<file path="src/rtl/key_conditioner.sv">
// Pushbutton conditioner: two-flop synchronizer, counter debounce, press/release pulses and
// hold-to-auto-repeat step pulses for one active-low key.
module key_conditioner #(
  parameter int unsigned CNT_W         = 26,
  parameter int unsigned DEBOUNCE      = 500000,
  parameter int unsigned REPEAT_DELAY  = 25000000,
  parameter int unsigned REPEAT_PERIOD = 5000000
) (
  input  logic clk,
  input  logic reset,
  input  logic key_n,
  input  logic repeat_en,
  output logic pressed,
  output logic press_pulse,
  output logic release_pulse,
  output logic step_pulse
);

  localparam logic [CNT_W-1:0] DbLast     = CNT_W'(DEBOUNCE);
  localparam logic [CNT_W-1:0] DelayLast  = CNT_W'(REPEAT_DELAY);
  localparam logic [CNT_W-1:0] PeriodLast = CNT_W'(REPEAT_PERIOD);
  localparam logic [CNT_W-1:0] TimerOne   = CNT_W'(1);

  typedef enum logic [2:0] {
    StIdle,
    StDbPress,
    StHeld,
    StRepeat,
    StDbRelease
  } state_e;

  logic             meta_n_q, sync_n_q;
  state_e           state_q, state_d;
  logic [CNT_W-1:0] timer_q, timer_d;
  logic             pressed_q, pressed_d;
  logic             press_q, press_d;
  logic             release_q, release_d;
  logic             step_q, step_d;

  // Both flops reset to the released level so reset never looks like a press.
  always_ff @(posedge clk or posedge reset) begin
    if (reset) begin
      meta_n_q <= 1'b1;
      sync_n_q <= 1'b1;
    end else begin
      meta_n_q <= key_n;
      sync_n_q <= meta_n_q;
    end
  end

  always_ff @(posedge clk or posedge reset) begin
    if (reset) begin
      state_q   <= StIdle;
      timer_q   <= '0;
      pressed_q <= 1'b0;
      press_q   <= 1'b0;
      release_q <= 1'b0;
      step_q    <= 1'b0;
    end else begin
      state_q   <= state_d;
      timer_q   <= timer_d;
      pressed_q <= pressed_d;
      press_q   <= press_d;
      release_q <= release_d;
      step_q    <= step_d;
    end
  end

  always_comb begin
    state_d   = state_q;
    timer_d   = timer_q;
    pressed_d = pressed_q;
    press_d   = 1'b0;
    release_d = 1'b0;
    step_d    = 1'b0;
    case (state_q)
      StIdle: begin
        pressed_d = 1'b0;
        if (!sync_n_q) begin
          state_d = StDbPress;
          timer_d = TimerOne;
        end
      end
      StDbPress: begin
        if (sync_n_q) begin
          state_d = StIdle;
          timer_d = '0;
        end else if (timer_q == DbLast) begin
          state_d   = StHeld;
          timer_d   = '0;
          press_d   = 1'b1;
          step_d    = 1'b1;
          pressed_d = 1'b1;
        end else begin
          timer_d = timer_q + TimerOne;
        end
      end
      StHeld: begin
        pressed_d = 1'b1;
        if (sync_n_q) begin
          state_d = StDbRelease;
          timer_d = TimerOne;
        end else if (!repeat_en) begin
          timer_d = '0;
        end else if (timer_q == DelayLast) begin
          state_d = StRepeat;
          timer_d = '0;
          step_d  = 1'b1;
        end else begin
          timer_d = timer_q + TimerOne;
        end
      end
      StRepeat: begin
        pressed_d = 1'b1;
        // Release outranks a repeat that would fire on the same edge.
        if (sync_n_q) begin
          state_d = StDbRelease;
          timer_d = TimerOne;
        end else if (!repeat_en) begin
          state_d = StHeld;
          timer_d = '0;
        end else if (timer_q == PeriodLast) begin
          timer_d = '0;
          step_d  = 1'b1;
        end else begin
          timer_d = timer_q + TimerOne;
        end
      end
      StDbRelease: begin
        pressed_d = 1'b1;
        if (!sync_n_q) begin
          state_d = StHeld;
          timer_d = '0;
        end else if (timer_q == DbLast) begin
          state_d   = StIdle;
          timer_d   = '0;
          release_d = 1'b1;
          pressed_d = 1'b0;
        end else begin
          timer_d = timer_q + TimerOne;
        end
      end
      default: begin
        state_d   = StIdle;
        timer_d   = '0;
        pressed_d = 1'b0;
      end
    endcase
  end

  assign pressed       = pressed_q;
  assign press_pulse   = press_q;
  assign release_pulse = release_q;
  assign step_pulse    = step_q;

endmodule

</file>
<file path="config.mk">
export PLATFORM = sky130hd
export DESIGN_NAME = key_conditioner
export DESIGN_NICKNAME = d
export VERILOG_FILES = /design/src/rtl/key_conditioner.sv
export SDC_FILE = /design/constraint.sdc
export NUM_CORES = 1
export LEC_CHECK = 0
export CORE_MARGIN = 5
export CORE_UTILIZATION = 50
export DETAILED_ROUTE_END_ITERATION = 10
export DONT_BUFFER_PORTS = 1
export PLACE_DENSITY = 0.66
export SYNTH_ARGS = -nofsm -noshare
export SYNTH_HDL_FRONTEND = slang
export SYNTH_SLANG_ARGS = --single-unit
</file>
<file path="constraint.sdc">
create_clock -name clk -period 6.39 [get_ports clk]
set_clock_uncertainty 0.15 [all_clocks]
set_input_delay 1.278 -clock clk [delete_from_list [all_inputs] [get_ports clk]]
set_output_delay 1.278 -clock clk [all_outputs]
set_load 0.1 [all_outputs]
</file>
==> results.py <==
metrics = {
    "flow_run": {
        "number_of_violations_of_the_max_capacitance_limit": 0,
    },
    "place": {
        "dp_hpwl_um": 3020,
        "gpl.final_weighted_congestion": 0.799,
        "dp_worst_setup_slack_ns": 3.25,
        "port_buffers": 0,
    },
    "drt": {
        "antenna_left": 0,
        "vias_per_cell": 5.78,
        "first_iter_violations": 149,
        "route.vias.total": 1623,
        "remaining_drcs": 0,
        "detail_route.wl_per_cell_um": 15.1,
        "routed_wl_um": 4240,
        "drt_pass1_iterations": 4,
    },
    "outcome": {
        "outcome": "complete, no violations",
    },
    "global_routing": {
        "grt_start_max_net_pins": 36,
        "vias_in_the_first_global_route": 1490,
        "grt_util_met2_pct": 26.1,
        "globalRouteTotalUtil_pct": 17.0,
        "grt_remaining_overflow": 0,
        "grt.busiest_layer": "met2",
        "grt_antenna_before_repair": 0,
        "grt_first_pass_wirelength_um": 7070,
        "grt.met3_usage_pct": 4.24,
        "met1_usage_pct": 23.5,
    },
    "power_and_ir_drop": {
        "power_leakage_nw": 0.872,
        "power_switching_share_pct": 33.1,
        "power_report.internal_total_w": 0.000357,
        "power.ir.vdd_worst_uv": 137,
        "power.sequential.fraction_pct": 48.8,
        "power_w": 0.000533,
        "switchingPower_w": 0.000176,
        "clock_power_share_pct": 29.5,
        "power-per-cell-area_mw_per_mm2": 247,
        "combPwrFrac_pct": 21.7,
    },
    "synthesis": {
        "synth_area_leader_cell": "sky130_fd_sc_hd__dfrtp_1",
        "synth_area_sq_mm": 0.00204,
        "synth_ff_type": "sky130_fd_sc_hd__dfrtp_1",
        "synth_largest_type_area_fraction_pct": 40.4,
        "cells_after_synthesis": 229,
        "synth_enable_flop_cells": 0,
        "synth-seq-cells": 35,
        "ys_top_cells_by_area": "sky130_fd_sc_hd__dfrtp_1 40%, sky130_fd_sc_hd__nor2_1 6.6%, sky130_fd_sc_hd__xor2_1 4.7%",
        "yosysSeqAreaShare_pct": 43.0,
        "yosysWarnings": 0,
        "synth_async_sr_flop_share_pct": 100,
        "netlist-cell-type-count": 44,
        "syn_area_per_cell_sq_um": 8.92,
        "postSynthNetCount": 235,
    },
    "cells_and_area": {
        "layout.area.seq_sq_um": 878,
        "area_growth_syn_to_layout_pct": 5.76,
        "multi_input_gate_area_in_the_final_layout_sq_mm": 0.00112,
        "layout.filler_cells": 376,
        "antennaDiodeCount": 0,
        "final_net_count": 236,
        "final_layout_size_suffix_gt1_share_pct": 6.49,
    },
    "critical_path": {
        "critical_path_depth_in_cells": 8,
        "cpLargestDelayFamily": "simple AND/OR/NAND/NOR gates",
        "cp.buffers_inverters": 1,
        "timing.critical_path.mode_cell": "sky130_fd_sc_hd__nor2_1",
        "worst-endpoint-arrival_ns": 3.14,
        "critical_path.endpoint_type": "flop",
        "timing.critical_path.cells": "inv_1 -> ha_1 -> nor4b_1 -> nand4_1 -> nor4_2 -> nor2_1 -> a221oi_4 -> nor2_1",
        "reg2reg_from": "timer_q[0]",
        "cpPeakStageDelay_ns": 0.75,
        "cp-start-kind": "flop",
        "cp-startpoint": "timer_q[0]",
        "maximum_net_fanout_on_the_critical_path": 19,
        "slowest_stage": "sky130_fd_sc_hd__a221oi_4",
        "setup.worst_path.class": "flop to flop",
        "critPathRequiredTime_ns": 6.38,
        "rr_worst_depth": 8,
    },
    "sta": {
        "min_period_over_period_pct": 49.3,
        "finalSetupViolCount": 0,
        "period_minus_slack_ns": 3.15,
        "rsz0062_at_grt": "no",
        "maxSlewViolCount": 0,
        "worst_slack_ns": 3.24,
        "finalSetupTns_ns": 0,
        "max_slew.worst_pin.slew_ns": 0.889,
        "rel_slew_slack_pct": 40.7,
        "timing.fmax_mhz": 318,
        "finalHoldViolCount": 0,
    },
    "floorplan": {
        "chipHeight_um": 73.9,
        "std_cell_rows": 23,
        "num_io_pins": 8,
        "placeableCoreArea_sq_mm": 0.00397,
        "floorplan.die_area_sq_mm": 0.00546,
        "initial_core_util_pct": 51.4,
        "die_width_um": 73.9,
    },
    "clocking": {
        "tritoncts_clock_tree": "yes",
        "clock_path_buffers": 2,
        "clk_transition_reported_paths_ns": 0.08,
        "cts-buffers-inserted": 5,
        "cts_hold_buffers_added": 0,
        "clk_latency_ns": 0.29,
        "post-cts-setup-buffer-count": 0,
        "clkSinkCount": 35,
        "post_cts_resized": 0,
        "clock-root-buffer": "sky130_fd_sc_hd__clkbuf_8",
        "cts_htree_levels": 2,
    },
    "min_path": {
        "holdCritPathClass": "flop to flop",
        "whs_path_depth": 0,
        "min_from": "meta_n_q",
    },
}
-- power groups by stage --
stage / combinational, W / sequential [W] / clock [W]
finish: 0.000116 / 0.000260 / 0.000157
global route: 0.000131 / 0.000263 / 0.000170
CTS: 0.000117 / 0.000259 / 0.000163
detailed placement: 0.000116 / 0.000264 / 0
global placement: 0.000115 / 0.000263 / 0
floorplan: 0.000113 / 0.000247 / 0
-- cell usage in the layout (no fill, tap or decap), drive strengths merged, types with 3 or more instances in the layout --
cell,synthesis,layout
inv,4,4
clkbuf,6,7
nor2,36,36
nor4b,4,4
and3,6,6
o21ai,8,8
nand2,24,24
nor4,7,7
a21oi,6,6
nor3,7,7
a22oi,3,3
nand3,7,7
xor2,11,11
a21o,3,3
dfrtp,33,33
nor2b,3,3
nand4,4,4
and2,4,4
or3,4,4
xnor2,8,8
or4,3,3
o22ai,3,3
nand2b,9,9
-- state kept, by name, indices dropped and copies added (netlist names) --
register / count
release_pulse: 1
press_pulse: 1
state_q: 3
timer_q: 26
pressed: 1
sync_n_q: 1
meta_n_q: 1
step_pulse: 1
-- metrics by stage --
step	utilization, %	hold slack (ns)	instances	instance area, sq um
floorplan	-	0.195	229	2040
global placement	52.4	0.196	273	2080
detailed placement	52.4	0.199	273	2080
CTS	54.4	0.205	281	2160
global route	54.4	0.213	281	2160
finish	54.4	0.197	281	2160
-- cells in the mapped netlist, types with 2 or more instances --
cell / count
sky130_fd_sc_hd__a21boi_0: 2
sky130_fd_sc_hd__a21o_1: 3
sky130_fd_sc_hd__a21oi_1: 6
sky130_fd_sc_hd__a22oi_1: 3
sky130_fd_sc_hd__and2_1: 4
sky130_fd_sc_hd__and3_1: 5
sky130_fd_sc_hd__clkbuf_1: 6
sky130_fd_sc_hd__dfrtp_1: 33
sky130_fd_sc_hd__dfstp_2: 2
sky130_fd_sc_hd__ha_1: 2
sky130_fd_sc_hd__inv_1: 4
sky130_fd_sc_hd__mux2i_1: 2
sky130_fd_sc_hd__nand2_1: 24
sky130_fd_sc_hd__nand2b_1: 9
sky130_fd_sc_hd__nand3_1: 7
sky130_fd_sc_hd__nand3b_1: 2
sky130_fd_sc_hd__nand4_1: 4
sky130_fd_sc_hd__nor2_1: 36
sky130_fd_sc_hd__nor2b_1: 3
sky130_fd_sc_hd__nor3_1: 7
sky130_fd_sc_hd__nor3b_1: 2
sky130_fd_sc_hd__nor4_1: 6
sky130_fd_sc_hd__nor4b_1: 4
sky130_fd_sc_hd__o21ai_0: 8
sky130_fd_sc_hd__o22ai_1: 3
sky130_fd_sc_hd__o2bb2ai_1: 2
sky130_fd_sc_hd__or3_1: 4
sky130_fd_sc_hd__or4_1: 2
sky130_fd_sc_hd__or4b_2: 2
sky130_fd_sc_hd__xnor2_1: 8
sky130_fd_sc_hd__xor2_1: 11
-- cell type report --
| cell class | count | area share, % |
|---|---|---|
| multi-input combinational | 183 | 51.7 |
| sequential | 35 | 40.6 |
| clock buffer | 7 | 3.53 |
| tap | 50 | 2.90 |
| inverter | 4 | 0.695 |
| timing repair buffer | 1 | 0.347 |
| clock inverter | 1 | 0.232 |
-- logic make-up (layout without fill, tap and decap cells) --
| group | Yosys count | count (layout) | share of synthesized area (%) |
|---|---|---|---|
| AOI/OAI and AO/OA | 33 | 33 | 11.3 |
| xor gates and xnor gates | 19 | 19 | 8.14 |
| adders and majority gates | 2 | 2 | 1.22 |
| buffers and inverters | 11 | 13 | 2.39 |
| DFF | 35 | 35 | 43.0 |
| muxes | 2 | 2 | 0.980 |
| and+or+nand+nor | 127 | 127 | 32.9 |
-- final timing paths --
path | endpoint | slack, ns
max reg2reg | timer_q[11] | 3.24
min | sync_n_q | 0.20
max | timer_q[11] | 3.24
min in group asynchronous | timer_q[1] | 0.81
max in group asynchronous | meta_n_q | 4.93
min reg2reg | sync_n_q | 0.20
-- metal layers --
| layer | wire [um] | share of wire, % | up-vias |
|---|---|---|---|
| li1 | - | - | 810 |
| met1 | 2080 | 49 | 777 |
| met2 | 1960 | 46 | 29 |
| met3 | 130 | 3.1 | 7 |
| met4 | 64 | 1.5 | 0 |
| met5 | 0 | 0 | - |
Note: power is estimated with default switching activity, not from simulation.
